`src/rtl/trdb_packet_decoder.sv`:
```
// Trace packet decoder: reassembles [header][payload...] byte frames and
// classifies each payload by format/subformat taken from payload byte 0.
module trdb_packet_decoder #(
  parameter int unsigned MAX_BYTES = 16,
  parameter int unsigned CNT_W     = 16
) (
  input  logic                   clk_i,
  input  logic                   rst_i,
  input  logic [7:0]             in_data_i,
  input  logic                   in_valid_i,
  output logic                   in_ready_o,
  output logic                   out_valid_o,
  input  logic                   out_ready_i,
  output logic [1:0]             out_format_o,
  output logic [1:0]             out_subformat_o,
  output logic [4:0]             out_len_o,
  output logic [8*MAX_BYTES-1:0] out_payload_o,
  output logic                   err_len_o,
  output logic [CNT_W-1:0]       pkt_cnt_o
);

  localparam int unsigned PayloadW = 8 * MAX_BYTES;
  localparam logic [1:0]  FmtSync  = 2'd3;

  typedef enum logic [1:0] {StIdle, StCollect, StDiscard, StHold} state_e;

  state_e              state_q, state_d;
  logic [4:0]          rem_q, rem_d;
  logic [4:0]          idx_q, idx_d;
  // Working buffer is separate from out_payload so delivered values stay
  // stable while the next packet is being collected.
  logic [PayloadW-1:0] buf_q, buf_d;
  logic [PayloadW-1:0] payload_q, payload_d;
  logic [1:0]          fmt_q, fmt_d;
  logic [1:0]          sub_q, sub_d;
  logic [4:0]          len_q, len_d;
  logic                valid_q, valid_d;
  logic                err_q, err_d;
  logic [CNT_W-1:0]    cnt_q, cnt_d;

  logic                accept;
  logic [4:0]          hdr_len;

  assign in_ready_o = (state_q != StHold);
  assign accept     = in_valid_i & in_ready_o;
  assign hdr_len    = in_data_i[4:0];

  // Next-state logic for the FSM and the datapath registers.
  always_comb begin
    state_d   = state_q;
    rem_d     = rem_q;
    idx_d     = idx_q;
    buf_d     = buf_q;
    payload_d = payload_q;
    fmt_d     = fmt_q;
    sub_d     = sub_q;
    len_d     = len_q;
    valid_d   = valid_q;
    err_d     = 1'b0;
    cnt_d     = cnt_q;

    case (state_q)
      StIdle: begin
        if (accept) begin
          if (hdr_len == 5'd0) begin
            err_d = 1'b1;
          end else if (hdr_len > 5'(MAX_BYTES)) begin
            err_d   = 1'b1;
            rem_d   = hdr_len;
            state_d = StDiscard;
          end else begin
            buf_d   = '0;
            rem_d   = hdr_len;
            idx_d   = 5'd0;
            state_d = StCollect;
          end
        end
      end
      StCollect: begin
        if (accept) begin
          for (int unsigned k = 0; k < MAX_BYTES; k++) begin
            if (idx_q == 5'(k)) buf_d[8*k +: 8] = in_data_i;
          end
          idx_d = idx_q + 5'd1;
          rem_d = rem_q - 5'd1;
          if (rem_q == 5'd1) begin
            // Last byte: publish the packet using the just-written buffer.
            state_d   = StHold;
            valid_d   = 1'b1;
            payload_d = buf_d;
            fmt_d     = buf_d[1:0];
            sub_d     = (buf_d[1:0] == FmtSync) ? buf_d[3:2] : 2'd0;
            len_d     = idx_q + 5'd1;
          end
        end
      end
      StDiscard: begin
        if (accept) begin
          rem_d = rem_q - 5'd1;
          if (rem_q == 5'd1) state_d = StIdle;
        end
      end
      StHold: begin
        if (out_ready_i) begin
          valid_d = 1'b0;
          cnt_d   = cnt_q + CNT_W'(1);
          state_d = StIdle;
        end
      end
      default: state_d = StIdle;
    endcase
  end

  // State and datapath registers; reset discards any partial packet.
  always_ff @(posedge clk_i or posedge rst_i) begin
    if (rst_i) begin
      state_q   <= StIdle;
      rem_q     <= '0;
      idx_q     <= '0;
      buf_q     <= '0;
      payload_q <= '0;
      fmt_q     <= '0;
      sub_q     <= '0;
      len_q     <= '0;
      valid_q   <= 1'b0;
      err_q     <= 1'b0;
      cnt_q     <= '0;
    end else begin
      state_q   <= state_d;
      rem_q     <= rem_d;
      idx_q     <= idx_d;
      buf_q     <= buf_d;
      payload_q <= payload_d;
      fmt_q     <= fmt_d;
      sub_q     <= sub_d;
      len_q     <= len_d;
      valid_q   <= valid_d;
      err_q     <= err_d;
      cnt_q     <= cnt_d;
    end
  end

  assign out_valid_o     = valid_q;
  assign out_format_o    = fmt_q;
  assign out_subformat_o = sub_q;
  assign out_len_o       = len_q;
  assign out_payload_o   = payload_q;
  assign err_len_o       = err_q;
  assign pkt_cnt_o       = cnt_q;

endmodule
```
`config.mk`:
```
export PLATFORM = sky130hd
export DESIGN_NAME = trdb_packet_decoder
export DESIGN_NICKNAME = d
export VERILOG_FILES = /design/src/rtl/trdb_packet_decoder.sv
export SDC_FILE = /design/constraint.sdc
export NUM_CORES = 1
export LEC_CHECK = 0
export BUFFER_PORTS_ARGS = -buffer_cell sky130_fd_sc_hd__buf_4
export CORE_MARGIN = 8
export CORE_UTILIZATION = 55
export CTS_BUF_LIST = sky130_fd_sc_hd__clkbuf_4 sky130_fd_sc_hd__clkbuf_8
export CTS_CLUSTER_SIZE = 12
export DETAILED_ROUTE_END_ITERATION = 6
export PLACE_DENSITY_LB_ADDON = 0.1
export SYNTH_ARGS = -nofsm -noshare
export SYNTH_HDL_FRONTEND = slang
export SYNTH_SLANG_ARGS = --single-unit
export TNS_END_PERCENT = 1
```
`constraint.sdc`:
```
create_clock -name clk_i -period 9.5 [get_ports clk_i]
set_input_delay 1.9 -clock clk_i [delete_from_list [all_inputs] [get_ports clk_i]]
set_output_delay 1.9 -clock clk_i [all_outputs]
set_load 0.005 [all_outputs]
```
==> results.yml, run 1 <==
run_status:
  outcome: "finished, final reports clean"
critical_path:
  crit_path_end_kind: "flop"
  cp_data_arrival_time_ns: 4.66
  crit_path_category: "input pin to flop"
  worst-r2r-setup-slack_ns: 5.96
  regToRegEndpoint: "buf_q[70]"
  crit-reg2reg-launch: "state_q[1]"
  cp-start-kind: "input pin"
  path_max_fanout: 112
  worst-r2r-cell-count: 5
  worst-endpoint-required_ns: 9.87
timing:
  holdWs_ns: 0.4634
  final_period_minus_worst_setup_slack_ns: 4.288
  tightest_slew_ns: 1.122
  number_of_pins_with_negative_max_slew_slack_in_the_final_report: 0
  fin_tns_setup_ns: 0
  setup_skew_ns: 0.01041
  maxClockFrequency_ghz: 0.2332
  setup_viol: 0
  finalHoldViolCount: 0
  slew-limit-headroom: 0.2503
  setup_repair_after_global_routing_missed_its_margin: "false"
  period_share: 0.4514
power_and_ir_drop:
  static_leakage_nw: 8.095
  power_density_mw_per_mm2: 303.0
  power.ir.vdd_worst_mv: 0.1450
clock_network:
  postCtsResizedCells: 0
  cts_tree: "done"
  clock_tree.root_cell: "clkbuf_8"
  ctsHoldBuffers: 0
  cts_buffers: 50
  cts-htree-levels: 2
  clkTransAtPathRegs_ns: 0.06
  post_cts.repair.setup_buffers: 0
  cts_buffer_depth: 3
  clock_sinks: 293
  worstSkewPairLatency_ns: 0.57
detailed_routing:
  antenna_violating_nets_post_route: 0
  routed_wl_mm: 35.54
  drt_first_iter_violations: 1041
  route.detailed.wl_per_inst_um: 19.48
  vias_per_cell: 5.838
  via_count: 10650
  detailedRoute.firstPassIterationCount: 5
  drt_drc_violations_left: 0
floorplan:
  die_height_um: 174.5
  core_area_mm2: 0.02496
  std_cell_rows: 58
  chipWidth_um: 174.5
  number_of_top_level_pins: 168
  initial_utilization: 0.5536
  die_area_mm2: 0.03046
yosys:
  synth_async_sr_flop_share: 1.000
  yosys_warnings: 0
  synth_top_area_cells: "dfrtp_1 (53%), mux2i_1 (8.8%), nand2_1 (7.7%), o311ai_1 (5.7%), nand3_1 (4.3%)"
  ys.flop_type: "dfrtp_1"
  synth_largest_type_area_fraction: 0.5305
  number_of_enable_flip_flop_cells_after_synthesis: 0
  synth_area_leader: "dfrtp_1"
  synthesis.instances: 1372
  synth_nets: 1400
  yosys.cell_types.count: 51
  postSynthRegisterBits: 293
  synth.avg_cell_area_um2: 10.07
  post_synth_instance_area_mm2: 0.01382
  synth_seq_area_share: 0.5305
worst_hold_path:
  min_delay_path_depth: 1
  hold_path.startpoint: "pkt_cnt_o[15]"
  timing.hold.worst.class: "flop to flop"
  min_delay_worst_endpoint: "pkt_cnt_o[15]"
job:
  drv_cap: 0
global_routing:
  pin_count_of_the_biggest_net_entering_global_routing: 166
  grt_first_pass_wirelength_mm: 57.54
  via_count_of_the_first_global_routing_pass: 10340
  antenna_found_initial: 0
  grt_use_total: 0.2320
  gr-total-overflow: 0
final_layout:
  most-common-layout-cells: "dfrtp_1 (293), nand2_1 (284), buf_4 (174), mux2i_1 (121), nand3_1 (118)"
  layout_cell_share_with_drive_strength_beyond_1: 0.1894
  area_growth_syn_to_layout_pct: 15.20
  final_common_cell: "dfrtp_1"
  n_fill_cell: 2098
  n_antenna_cell: 0
  multi_input_area_mm2: 0.005799
  total_number_of_nets_in_the_final_design: 1493
  area_occupied_by_registers_mm2: 0.007332
place:
  dp.final_hpwl_mm: 21.21
  gp_congestion: 0.7969
  portBuffers: 167
## how the worst max path moves through the flow
| stage | end | from |
|---|---|---|
| final | buf_q[70] | in_data_i[3] |
| after global routing | buf_q[62] | in_data_i[3] |
| after detailed placement | buf_q[70] | in_data_i[3] |
| after global placement | idx_q[3] | in_data_i[3] |
| after floorplan | buf_q[0] | rst_i |
| after CTS | buf_q[69] | in_data_i[3] |
## final cells by class
type / count / share of cell area
timing repair buffer: 175 / 0.08330
clock buffer: 78 / 0.06114
inverter: 15 / 0.003772
tap: 330 / 0.02593
sequential: 293 / 0.4605
clock inverter: 3 / 0.001100
multi-input combinational: 930 / 0.3642
## sequential cells by signal, indices dropped and copies added, names as in the netlist
register	count
err_len_o	1
state_q	2
pkt_cnt_o	16
idx_q	5
out_len_o	5
out_subformat_o	2
buf_q	128
out_valid_o	1
out_payload_o	128
rem_q	5
## cells in the mapped netlist (4+ instances only)
cell type	instances
xor2_1	5
a31oi_1	13
nor2b_1	11
xnor2_1	10
nand2_2	6
o21ai_1	31
nand4_1	6
o2bb2ai_1	12
dfrtp_1	293
o311ai_1	90
buf_6	6
buf_2	39
clkbuf_1	75
nand2_1	284
o21ai_0	109
buf_4	13
ha_1	16
o311ai_0	22
and3_1	4
a21oi_1	8
nor2_1	20
mux2i_1	121
nand2_4	5
inv_1	15
nand3_1	118
## report_power, final
part / internal, mW / switching, mW
sequential: 1.67 / 0.307
clock: 0.642 / 0.489
combinational: 0.725 / 0.997
## stage by stage
| step | cells | utilization | setup WS, ns | power, mW | area [µm²] |
|---|---|---|---|---|---|
| floorplan | 1372 | - | 3.711 | 3.146 | 13820 |
| global route | 1824 | 0.6378 | 5.027 | 5.175 | 15920 |
| global placement | 1743 | 0.5981 | 4.766 | 3.643 | 14930 |
| detailed placement | 1743 | 0.5981 | 4.673 | 3.718 | 14930 |
| finish | 1824 | 0.6378 | 5.212 | 4.825 | 15920 |
| CTS | 1824 | 0.6378 | 5.289 | 4.859 | 15920 |
## cell families (layout without fill, tap and decap cells)
kind of cell,count (synthesis),count (layout),share of synthesized area
and+or+nand+nor,475,475,0.1578
AOI/OAI and AO/OA,302,302,0.1485
DFF,293,293,0.5305
buffers and inverters,149,271,0.05079
muxes,122,122,0.08845
adders and majority gates,16,16,0.01448
xor gates and xnor gates,15,15,0.009505
## routing by layer
metal | global-route usage | wire length (µm) | vias to the layer above | share of wire
li1 | - | - | 5079 | -
met1 | 0.3339 | 16640 | 5161 | 0.47
met2 | 0.3447 | 15830 | 338 | 0.45
met3 | 0.04990 | 2200 | 71 | 0.062
met4 | 0.07418 | 873 | 0 | 0.025
met5 | 0 | 0 | - | 0
## worst max-delay path, stage by stage
cell and delay (ns):
buf_4 0.20, or4_1 0.60, inv_1 0.09, ha_1 0.22, nor3b_4 0.07, o21ai_4 0.33, buf_4 0.87, o311ai_0 0.30
Note: power is estimated with default switching activity, not from simulation.
==> run 2, diff against run 1 <==
ABC_AREA = 1   (was not set)
clock period = 3.5 ns   (was 9.5 ns; I/O delays follow)
==> run 2 against run 1 <==
Setup slack got worse by 4.6 ns. First-iteration DRC count increased by 10%. Combinational power increased by 62%. Final area increased by 3.0%. Register-to-register slack got worse by 5.3 ns. Critical path type is now flop to flop. Critical endpoint is now buf_q[88]. Highest routed layer unchanged.
==> results.yml, run 2 <==
timing:
  slew-limit-headroom: 0.1831
  number_of_pins_with_negative_max_slew_slack_in_the_final_report: 0
  maxClockFrequency_ghz: 0.3475
  finalHoldViolCount: 0
  setup_viol: 0
  setup_skew_ns: 0.009886
  holdWs_ns: 0.2048
  setup_repair_after_global_routing_missed_its_margin: "false"
  tightest_slew_ns: 1.225
  period_share: 0.8223
  final_period_minus_worst_setup_slack_ns: 2.878
power_and_ir_drop:
  p_sw_frac: 0.3638
  power_density_mw_per_mm2: 600.9
  power_frac_clock: 0.317
  power.ir.vdd_worst_mv: 0.6127
  combinational_power_share: 0.283
  pwr-share-seq: 0.400
  netSwitchingPower_mw: 3.585
  static_leakage_nw: 7.905
  intPower_mw: 6.268
  design_power_total_mw: 9.853
job:
  drv_cap: 0
detailed_routing:
  detailedRoute.firstPassIterationCount: 7
  vias_per_cell: 5.197
  routed_wl_mm: 35.58
  drt_first_iter_violations: 1148
  antenna_violating_nets_post_route: 0
  drt_drc_violations_left: 0
  via_count: 12030
  route.detailed.wl_per_inst_um: 15.37
clock_network:
  post_cts.repair.setup_buffers: 0
  cts_buffers: 48
  cts_buffer_depth: 3
  ctsHoldBuffers: 0
  cts_tree: "done"
  clkTransAtPathRegs_ns: 0.06
  postCtsResizedCells: 0
  worstSkewPairLatency_ns: 0.56
  cts-htree-levels: 2
  clock_sinks: 293
  clock_tree.root_cell: "clkbuf_8"
floorplan:
  number_of_top_level_pins: 168
  die_area_mm2: 0.03088
  die_height_um: 175.7
  std_cell_rows: 58
  chipWidth_um: 175.7
  initial_utilization: 0.5588
  core_area_mm2: 0.02511
yosys:
  yosys.cell_types.count: 29
  synth_async_sr_flop_share: 1.000
  synth_area_leader: "dfrtp_1"
  synth.avg_cell_area_um2: 7.787
  synth_top_area_cells: "dfrtp_1 (52%), nand2_1 (19%), o21ai_1 (5.0%), nand3_1 (4.9%), o21ai_0 (4.8%)"
  ys.flop_type: "dfrtp_1"
  postSynthRegisterBits: 293
  synth_largest_type_area_fraction: 0.5225
  synth_nets: 1830
  post_synth_instance_area_mm2: 0.01403
  synthesis.instances: 1802
  synth_seq_area_share: 0.5225
  yosys_warnings: 0
  yosysMostFrequentCell: "nand2_1"
  synth_top_cells_by_count: "nand2_1 (720), dfrtp_1 (293), inv_1 (173), o21ai_1 (141), nand3_1 (136)"
  number_of_enable_flip_flop_cells_after_synthesis: 0
global_routing:
  grt_first_pass_wirelength_mm: 58.76
  antenna_found_initial: 0
  via_count_of_the_first_global_routing_pass: 11350
  gr-total-overflow: 0
  pin_count_of_the_biggest_net_entering_global_routing: 149
  grt_use_total: 0.2294
final_layout:
  most-common-layout-cells: "nand2_1 (720), dfrtp_1 (293), buf_4 (173), inv_1 (172), o21ai_1 (141)"
  n_antenna_cell: 0
  final_non_filler_cell_area_mm2: 0.01640
  layout_cell_share_with_drive_strength_beyond_1: 0.1461
  total_number_of_nets_in_the_final_design: 1975
  area_growth_syn_to_layout_pct: 16.85
  n_fill_cell: 2231
  final_common_cell: "nand2_1"
place:
  portBuffers: 167
  placed_area_mm2: 0.01537
  gp_congestion: 0.8268
  dp.final_hpwl_mm: 22.99
critical_path:
  crit_path_end_kind: "flop"
  path_max_fanout: 128
  worst-endpoint-required_ns: 3.89
  cp-start-kind: "flop"
  crit_path_category: "flop to flop"
  cp_data_arrival_time_ns: 3.27
  worst-r2r-cell-count: 6
worst_hold_path:
  timing.hold.worst.class: "input pin to asynchronous set/reset pin"
run_status:
  outcome: "finished, final reports clean"
==> run 2: logic make-up (layout without fill, tap and decap cells) <==
family	count (synthesis)	in the layout	synth area share
flops	293	293	0.5225
simple gates	931	931	0.2656
fa+ha+maj	16	16	0.01427
xor+xnor	10	10	0.006242
buf+inv	262	445	0.08569
compound gates	290	290	0.1057
==> run 2: worst paths after layout <==
path                                    from                end  slack, ns
setup / recovery                  state_q[1]          buf_q[88]       0.62
hold / removal                         rst_i         buf_q[104]       0.20
setup reg to reg                  state_q[1]          buf_q[88]       0.62
hold reg to reg            out_payload_o[83]  out_payload_o[83]       0.48
max in group asynchronous              rst_i  out_payload_o[57]       2.46
min in group clk_i                in_valid_i          err_len_o       0.46
==> run 2: worst max-delay path, stage by stage (launching register included) <==
cell	delay, ns
dfrtp_1	0.41
inv_1	0.14
ha_4	0.66
nand2_1	0.20
nand3_4	0.14
buf_4	0.87
o21ai_1	0.19
==> run 2: metal layers <==
| metal | share of wire | track usage |
|---|---|---|
| met1 | 0.46 | 0.3269 |
| met2 | 0.46 | 0.3536 |
| met3 | 0.067 | 0.04402 |
| met4 | 0.018 | 0.06111 |
| met5 | 0 | 0 |
==> run 2: per-stage QoR <==
stage	instances	TNS, ns	setup WS (ns)	util
floorplan	1802	-319.12	-1.089	-
global placement	2227	0	0.5825	0.6121
detailed placement	2227	0	0.4819	0.6121
CTS	2315	0	0.6100	0.6530
global route	2315	0	0.3688	0.6530
finish	2315	0	0.6219	0.6530
==> run 2: layout make-up <==
class | count | area (µm²) | share of cell area
clock inverter | 8 | 45.04 | 0.002747
clock buffer | 80 | 982.2 | 0.05990
timing repair buffer | 180 | 1439 | 0.08775
sequential | 293 | 7332 | 0.4472
multi-input combinational | 1247 | 5518 | 0.3365
inverter | 177 | 668.1 | 0.04075
tap | 330 | 412.9 | 0.02518
==> run 2: power by group through the flow <==
stage	clock network (mW)	logic [mW]	registers [mW]
6_report	3.12	2.79	3.94
5_1_grt	3.33	3.12	3.97
4_1_cts	3.17	2.81	3.94
3_5_place_dp	0	2.80	3.99
3_3_place_gp	0	2.74	3.98
2_1_floorplan	0	2.13	3.96
==> run 3, diff against run 2 <==
ABC_AREA = 0   (was 1)
CORE_UTILIZATION = 60   (was 55)
clock period = 2.9 ns   (was 3.5 ns; I/O delays follow)
==> run 3 against run 2 <==
Wire length rose by 1.5%. Clock skew grew 0.014 ns. Cell count shrank 22%. Sequential share of layout area rose by 0.82 points. First-iteration DRC count decreased by 7.7%. Fmax is 16% higher. Critical path depth is 1 lower. Combinational power is 110% higher. Global-route usage increased by 2.3 points. Register-to-register slack got worse by 0.20 ns. Die area fell by 8.9%.
==> results.yml, run 3 (synthesized netlist as in run 1, its figures left out) <==
critical_path:
  worst-endpoint-required_ns: 3.32
  worst-r2r-setup-slack_ns: 0.42
  crit-reg2reg-launch: "state_q[1]"
  crit_path_category: "flop to flop"
  cp_data_arrival_time_ns: 2.90
  cp-start-kind: "flop"
  path_max_fanout: 22
  crit_path_end_kind: "flop"
  worst-r2r-cell-count: 5
  regToRegEndpoint: "buf_q[79]"
detailed_routing:
  drt_first_iter_violations: 1060
  vias_per_cell: 6.050
  detailedRoute.firstPassIterationCount: 6
  antenna_violating_nets_post_route: 0
  route.detailed.wl_per_inst_um: 20.08
  via_count: 10880
  drt_drc_violations_left: 0
  routed_wl_mm: 36.11
floorplan:
  initial_utilization: 0.6104
  die_area_mm2: 0.02815
  number_of_top_level_pins: 168
  chipWidth_um: 167.8
  std_cell_rows: 55
  die_height_um: 167.8
  core_area_mm2: 0.02264
global_routing:
  via_count_of_the_first_global_routing_pass: 10530
  gr-total-overflow: 0
  grt_first_pass_wirelength_mm: 57.51
  grt_use_total: 0.2519
  pin_count_of_the_biggest_net_entering_global_routing: 182
  antenna_found_initial: 0
timing:
  number_of_pins_with_negative_max_slew_slack_in_the_final_report: 0
  period_share: 0.8557
  setup_repair_after_global_routing_missed_its_margin: "false"
  finalHoldViolCount: 0
  tightest_slew_ns: 1.020
  setup_viol: 0
  fin_tns_setup_ns: 0
  slew-limit-headroom: 0.3185
  setup_skew_ns: 0.02369
  final_period_minus_worst_setup_slack_ns: 2.481
  maxClockFrequency_ghz: 0.4030
place:
  gp_congestion: 0.8217
  instance_count_after_placement_with_tap_cells_included: 1725
  dp.final_hpwl_mm: 22.57
  portBuffers: 167
final_layout:
  most-common-layout-cells: "dfrtp_1 (293), nand2_1 (284), buf_4 (192), mux2i_1 (121), nand3_1 (118)"
  instances_no_fill: 1798
  total_number_of_nets_in_the_final_design: 1518
  final_common_cell: "dfrtp_1"
  n_antenna_cell: 0
  area_growth_syn_to_layout_pct: 16.51
  layout_cell_share_with_drive_strength_beyond_1: 0.1989
clock_network:
  clock_tree.root_cell: "clkbuf_8"
  cts_tree: "done"
  clkTransAtPathRegs_ns: 0.06
  clock_sinks: 293
  cts_buffer_depth: 3
  cts-htree-levels: 2
  worstSkewPairLatency_ns: 0.56
  postCtsResizedCells: 0
  cts_buffers: 47
worst_hold_path:
  min_delay_path_depth: 3
  timing.hold.worst.class: "input pin to flop"
  hold_path.startpoint: "out_ready_i"
  min_delay_worst_endpoint: "pkt_cnt_o[2]"
job:
  drv_cap: 0
power_and_ir_drop:
  static_leakage_nw: 8.231
  power.ir.vdd_worst_mv: 0.4627
  power_density_mw_per_mm2: 986.3
run_status:
  outcome: "finished, final reports clean"
==> run 3: cell types whose count changed in the layout (fill, tap and decap cells not counted), moves of 13 or more <==
cell,before,now
o21ai_0,135,109
nand2_1,720,284
a31oi_1,0,13
nor2_1,55,20
buf_4,173,192
o311ai_0,0,22
inv_1,172,14
o311ai_1,0,90
mux2i_1,0,121
o21ai_1,141,31
nand3_1,136,118
==> run 3: repair_timing <==
| item | in CTS | in global routing |
|---|---|---|
| hold endpoints to repair | 6 | 0 |
| hold buffers | 1 | 0 |
| setup buffers | 0 | 0 |
| endpoints found under the setup margin | 0 | 0 |
==> run 3: power by group <==
group	leakage [nW]	internal (mW)	switching, mW
Sequential	3.70	5.45	1.03
Clock	0.481	1.95	1.56
Combinational	4.05	2.56	3.34
==> run 3: per-stage QoR <==
step           setup WS, ns  utilization  total power [mW]  hold WS [ns]  cell area, µm²
2_1_floorplan        -1.569            -             10.31        0.4422           13820
3_3_place_gp         0.1177       0.6709             12.12        0.4555           15190
3_5_place_dp        0.05053       0.6709             12.41        0.4633           15190
4_1_cts              0.4891       0.7112             15.94        0.3680           16100
5_1_grt              0.3341       0.7112             16.95        0.3864           16100
6_report             0.4185       0.7112             15.88        0.3894           16100
==> run 3: how the worst max path moves through the flow <==
stage | startpoint | to | slack [ns] | cells past startpoint
3_5_place_dp | in_data_i[3] | buf_q[100] | 0.05 | 7
6_report | state_q[1] | buf_q[79] | 0.42 | 5
3_3_place_gp | in_data_i[3] | buf_q[0] | 0.12 | 7
4_1_cts | state_q[1] | buf_q[79] | 0.49 | 5
2_1_floorplan | rst_i | buf_q[0] | -1.57 | 1
5_1_grt | state_q[1] | buf_q[31] | 0.33 | 5
==> run 3: routing by layer <==
layer,vias to the layer above,share of wire,GRT usage
li1,5117,-,-
met1,5303,0.43,0.3459
met2,398,0.48,0.3986
met3,60,0.075,0.05566
met4,0,0.019,0.07065
met5,-,0,0
==> run 3: area by class of cell <==
type                            count  area, µm²
Clock buffer                       72      903.4
Fill cell                        1708       6538
Inverter                           15      60.06
Multi-Input combinational cell    930       5799
Sequential cell                   293       7332
Tap cell                          285      356.6
Timing Repair Buffer              203       1652
==> run 3: critical path, cell delays in order, from the launching register on <==
cell,delay [ns]
dfrtp_1,0.40
inv_1,0.16
ha_4,0.33
buf_4,0.28
nand2_1,0.63
o311ai_1,0.52
